$ cat src/rtl/div_seq_ctrl.sv
// div_seq_ctrl
//   Sequencing controller between the EX stage and the iterative 32-bit
//   divider core. Decodes DIV/DIVU, latches the operands for the whole
//   operation, stalls the pipeline while the core works, short-circuits
//   divide-by-zero, honours flush (annul) and downstream holds, and issues
//   exactly one HI/LO write per completed division.
//
// Ports
//   clk, rst           clock (rising edge), synchronous active-high reset
//   alu_control_i      EX-stage ALU control code
//   opdata1_i/2_i      dividend / divisor from EX
//   flush_i            annul of the EX instruction
//   stall_ext_i        hold from a later pipeline stage
//   div_ready_i        core completion pulse
//   div_result_i       core result {remainder, quotient}
//   div_start_o        core start, high for the whole operation
//   div_annul_o        core abort pulse
//   div_signed_o       latched signedness
//   div_op1_o/op2_o    latched operands
//   stall_o            pipeline stall request (combinational)
//   hilo_we_o          HI/LO write enable, one cycle per division
//   hi_o / lo_o        remainder / quotient
//   busy_err_o         one-cycle pulse on watchdog abort
module div_seq_ctrl #(
  parameter int          MAX_CYCLES = 40,
  parameter int          CNT_W      = 6,
  parameter logic [7:0]  ALU_DIV    = 8'h1A,
  parameter logic [7:0]  ALU_DIVU   = 8'h1B
) (
  input  logic        clk,
  input  logic        rst,
  input  logic [7:0]  alu_control_i,
  input  logic [31:0] opdata1_i,
  input  logic [31:0] opdata2_i,
  input  logic        flush_i,
  input  logic        stall_ext_i,
  input  logic        div_ready_i,
  input  logic [63:0] div_result_i,
  output logic        div_start_o,
  output logic        div_annul_o,
  output logic        div_signed_o,
  output logic [31:0] div_op1_o,
  output logic [31:0] div_op2_o,
  output logic        stall_o,
  output logic        hilo_we_o,
  output logic [31:0] hi_o,
  output logic [31:0] lo_o,
  output logic        busy_err_o
);

  typedef enum logic [1:0] {IDLE, BUSY, DONE} state_t;

  state_t           r_state;
  state_t           w_state_nxt;
  logic [CNT_W-1:0] r_cnt;

  logic w_div_op;
  logic w_accept;
  logic w_div0;
  logic w_capture;
  logic w_annul;
  logic w_wd_err;
  logic w_we;

  assign w_div_op = (alu_control_i == ALU_DIV) | (alu_control_i == ALU_DIVU);
  assign w_div0   = (opdata2_i == 32'd0);

  // After a watchdog abort the stalled DIV is still sitting in EX during the
  // busy_err_o cycle; refusing it there keeps it from re-triggering and lets
  // the pipeline move it on.
  assign w_accept = (r_state == IDLE) & w_div_op & !flush_i & !busy_err_o;

  assign stall_o = !rst & !flush_i & (w_accept | (r_state == BUSY));

  always_ff @(posedge clk) begin
    if (rst) r_state <= IDLE;
    else     r_state <= w_state_nxt;
  end

  // Priority inside BUSY: flush > watchdog > ready.
  always_comb begin
    w_state_nxt = r_state;
    w_capture   = 1'b0;
    w_annul     = 1'b0;
    w_wd_err    = 1'b0;
    w_we        = 1'b0;
    case (r_state)
      IDLE: begin
        if (w_accept) w_state_nxt = w_div0 ? DONE : BUSY;
      end
      BUSY: begin
        if (flush_i) begin
          w_annul     = 1'b1;
          w_state_nxt = IDLE;
        end else if (r_cnt == CNT_W'(MAX_CYCLES - 1)) begin
          w_annul     = 1'b1;
          w_wd_err    = 1'b1;
          w_state_nxt = IDLE;
        end else if (div_ready_i) begin
          w_capture   = 1'b1;
          w_state_nxt = DONE;
        end
      end
      DONE: begin
        if (flush_i) begin
          w_state_nxt = IDLE;
        end else if (!stall_ext_i) begin
          w_we        = 1'b1;
          w_state_nxt = IDLE;
        end
      end
      default: w_state_nxt = IDLE;
    endcase
  end

  always_ff @(posedge clk) begin
    if (rst) begin
      r_cnt        <= '0;
      div_start_o  <= 1'b0;
      div_annul_o  <= 1'b0;
      div_signed_o <= 1'b0;
      div_op1_o    <= '0;
      div_op2_o    <= '0;
      hilo_we_o    <= 1'b0;
      hi_o         <= '0;
      lo_o         <= '0;
      busy_err_o   <= 1'b0;
    end else begin
      div_annul_o <= w_annul;
      busy_err_o  <= w_wd_err;
      hilo_we_o   <= w_we;

      if (w_accept)              r_cnt <= '0;
      else if (r_state == BUSY)  r_cnt <= r_cnt + CNT_W'(1);

      if (w_accept) begin
        div_op1_o    <= opdata1_i;
        div_op2_o    <= opdata2_i;
        div_signed_o <= (alu_control_i == ALU_DIV);
        div_start_o  <= !w_div0;
        if (w_div0) begin
          hi_o <= opdata1_i;
          lo_o <= 32'hFFFF_FFFF;
        end
      end else if (r_state == BUSY && w_state_nxt != BUSY) begin
        div_start_o <= 1'b0;
      end

      if (w_capture) begin
        hi_o <= div_result_i[63:32];
        lo_o <= div_result_i[31:0];
      end
    end
  end

endmodule

$ cat config.mk
export PLATFORM = sky130hd
export DESIGN_NAME = div_seq_ctrl
export DESIGN_NICKNAME = d
export VERILOG_FILES = /design/src/rtl/div_seq_ctrl.sv
export SDC_FILE = /design/constraint.sdc
export NUM_CORES = 1
export LEC_CHECK = 0
export ABC_AREA = 1
export CORE_MARGIN = 3
export CORE_UTILIZATION = 35
export DETAILED_ROUTE_END_ITERATION = 8
export GPL_ROUTABILITY_DRIVEN = 0
export PLACE_DENSITY = 0.8
export SYNTH_ARGS = -nofsm -noshare
export SYNTH_HDL_FRONTEND = slang
export SYNTH_SLANG_ARGS = --single-unit
$ cat constraint.sdc
create_clock -name clk -period 2.2 [get_ports clk]
set_input_delay 0.44 -clock clk [delete_from_list [all_inputs] [get_ports clk]]
set_output_delay 0.44 -clock clk [all_outputs]
set_load 0.01 [all_outputs]
==> flow_metrics.env <==
export IMPL_critPathBufInv=3
export IMPL_final_max_slew_viol_count=0
export IMPL_cts_htree_levels=4
export IMPL_cp_required_ps=1760
export IMPL_path_cells="clkdlybuf4s50_1 -> inv_1 -> nand2_1 -> nor2_2 -> nand3_2 -> a211oi_1 -> clkdlybuf4s15_2"
export IMPL_root_buffer="clkbuf_16"
export IMPL_wl_um=18380
export IMPL_initial_utilization_pct=35.89
export IMPL_grt_pass1_vias=5702
export IMPL_synth_xor_area_share_pct=0.3072
export IMPL_io_pin_count=275
export IMPL_grt_pass1_wl_um=28880
export IMPL_cts_sinks=141
export IMPL_leakage_uw=0.003950
export IMPL_synth_area_per_cell_um2=7.357
export IMPL_clock_latency_ps=420
export IMPL_r2r_end="hi_o[7]"
export IMPL_fin_setup_tns_ps=0
export IMPL_setup_viol=0
export IMPL_yosysWarnings=0
export IMPL_ys_types=30
export IMPL_status="completed"
export IMPL_cts_tree="built"
export IMPL_finalCriticalPeriod_ps=2127
export IMPL_use_met1_pct=22.59
export IMPL_antenna_left=0
export IMPL_muxShareOfSynthArea_pct=0
export IMPL_seq_area_frac_synth_pct=49.51
export IMPL_clock_path_buffers=2
export IMPL_synth_compound_area_share_pct=16.28
export IMPL_synth_fp_nets=917
export IMPL_dpl_cell_area_um2=8698
export IMPL_worstSetupEndpointType="primary output"
export IMPL_syn_cell_area_um2=5702
export IMPL_io_buffers=274
export IMPL_grtUsageMet2_pct=34.76
export IMPL_fin_ws_ps=72.59
export IMPL_crit_path_max_fanout=2
export IMPL_drive_above_1_share_pct=7.845
export IMPL_wl_per_cell_um=14.42
export IMPL_first_pass_iters=4
export IMPL_drtIter0Drc=270
export IMPL_overflow=0
export IMPL_path_delay_family="buffers and inverters"
export IMPL_rr_worst_depth=10
export IMPL_start_kind="primary input"
export IMPL_pre_cts_ws_ps=-310.9
export IMPL_fin_cells=1275
export IMPL_slew_headroom_pct=63.68
export IMPL_die_width_um=133.6
export IMPL_slowest_stage="clkdlybuf4s50_1"
export IMPL_viasPerCell=4.676
export IMPL_placed_cells=1243
export IMPL_grt_start_max_net_pins=48
export IMPL_holdPathStages=2
export IMPL_stdcell_area_um2=9308
export IMPL_grt_antenna_before_repair=1
export IMPL_std_cell_rows=46
export IMPL_post_cts_setup_buffers=0
export IMPL_syn_to_final_growth_pct=63.24
export IMPL_busiest_layer="met2"
export IMPL_worstReg2RegStart="r_cnt[0]"
export IMPL_post_route_period_util_pct=96.70
export IMPL_drv_cap=0
export IMPL_rsz0062_at_grt="no"
export IMPL_tightest_slew_ps=544.8
export IMPL_grt_use_met3_pct=7.213
export IMPL_core_um2=15890
export IMPL_netlist_instances=775
export IMPL_vdd_drop_max_v=0.0005069
export IMPL_nets=1188
export IMPL_path_class="primary input to primary output"
export IMPL_track_usage_pct=20.18
export IMPL_route_detailed_drc=0
export IMPL_holdPathEnd="lo_o[14]"
export IMPL_fin_skew_ps=7.960
export IMPL_timing_reg2reg_setup_slack_ps=470
export IMPL_ys_ff_latch=141
export IMPL_synthAdderAreaFrac_pct=0.2194
export IMPL_cts_hold_buf=0
export IMPL_min_path_type="flip-flop to flip-flop"
export IMPL_critPathArrivalTime_ps=1690
export IMPL_hold_slack_ps=459.9
export IMPL_fmax_mhz=470.1
export IMPL_die_area_um2=17860
export IMPL_hold_viol_final=0
export IMPL_power_density_nw_per_um2=633.3
export IMPL_min_from="lo_o[14]"
export IMPL_num_vias=5962
export IMPL_synthSimpleGateAreaFrac_pct=25.28
export IMPL_cts_buffers=17
export IMPL_post_dp_hpwl_um=13560
export IMPL_path_clk_slew_ps=60
export IMPL_die_h_um=133.6
export IMPL_synth_top_family_by_area="simple AND/OR/NAND/NOR gates"
export IMPL_slowest_delay_ps=450
cell type report:
class	count	area, um2
fill	1444	6578
clock buffer	23	498.0
clock inverter	8	105.1
timing repair buffer	301	3017
antenna	1	2.502
tap	216	270.3
sequential	141	2823
inverter	50	190.2
multi-input combinational	535	2402
cell usage after synthesis:
master,n,area share [%]
nand2_2,3,0.33
inv_1,45,3.0
a31oi_1,1,0.11
or2_2,1,0.11
buf_6,8,1.6
o21ai_0,53,4.7
o21ai_1,12,1.1
xnor2_1,1,0.15
o21bai_1,32,4.2
o41ai_1,1,0.15
inv_4,1,0.11
inv_2,4,0.26
ha_1,1,0.22
nor2_1,86,5.7
nor3b_1,2,0.26
a21oi_1,68,6.0
nand3_1,6,0.53
nor4_1,1,0.11
buf_4,7,0.92
dfxtp_1,141,50
buf_2,15,1.3
nor3_1,2,0.18
nand2_1,248,16
a211oi_1,1,0.13
xor2_1,1,0.15
nand4_1,1,0.11
clkbuf_1,19,1.3
nand3_2,2,0.35
nor2_2,11,1.2
or2_0,1,0.11
logic make-up (layout without fill, tap and decap cells):
family,Yosys count,after routing
other,0,1
and+or+nand+nor,364,364
buffers and inverters,99,382
DFF,141,141
AOI/OAI and AO/OA,168,168
xor gates and xnor gates,2,2
adders and majority gates,1,1
stage by stage:
stage,total power [uW],utilization [%]
6_report,5895,58.59
5_1_grt,6102,58.59
4_1_cts,5963,58.56
3_5_place_dp,3030,54.76
3_3_place_gp,3029,54.76
2_1_floorplan,2719,-
sequential cells by signal (all words and copies together), names as in the netlist:
name / count
r_cnt: 6
busy_err_o: 1
lo_o: 32
hi_o: 32
div_op2_o: 32
div_signed_o: 1
div_op1_o: 32
div_start_o: 1
hilo_we_o: 1
r_state: 2
div_annul_o: 1
report_power, final:
group	total (uW)	leakage, uW	internal, uW	switching (uW)
Sequential	2560	0.00114	2560	1.84
Clock	2920	0.000288	1820	1100
Combinational	415	0.00253	272	143
per-layer routing:
layer  routed length, um  part of all wire [%]  up-vias
met5                   0                     0        -
met4                 578                   3.1        0
met3                1459                   7.9       41
met2                8819                    48      221
met1                7523                    41     2709
li1                    -                     -     2991
placed cells by master (no fill, tap or decap), types with 3 or more instances in the layout:
master / instances
o21ai_0: 53
clkdlybuf4s50_1: 272
nand2_2: 3
buf_4: 21
nor2_2: 12
clkbuf_8: 5
clkinvlp_4: 3
a21oi_1: 68
o21bai_1: 32
nand2_1: 248
o21ai_1: 12
buf_12: 6
clkbuf_16: 17
dfxtp_1: 141
inv_1: 44
nand3_1: 6
inv_2: 5
nor2_1: 85
what timing repair did:
item,4_1_cts,5_1_grt
endpoints found under the hold margin,0,0
endpoints found under the setup margin,1,1
pin swaps,0,0
gates resized for setup,3,1
tightest hold or removal path: cells and delay by family (launching register included):
| family | cells | cell delay (ps) |
|---|---|---|
| DFF | 1 | 320 |
| AOI/OAI and AO/OA | 1 | 70 |
| buffers and inverters | 1 | 40 |
worst max path at each step:
stage | from | end | cells after the start
4_1_cts | alu_control_i[6] | stall_o | 7
3_3_place_gp | alu_control_i[6] | stall_o | 7
3_5_place_dp | alu_control_i[6] | stall_o | 7
6_report | alu_control_i[6] | stall_o | 7
2_1_floorplan | alu_control_i[5] | stall_o | 6
5_1_grt | alu_control_i[6] | stall_o | 7
Note: power is estimated with default switching activity, not from simulation.
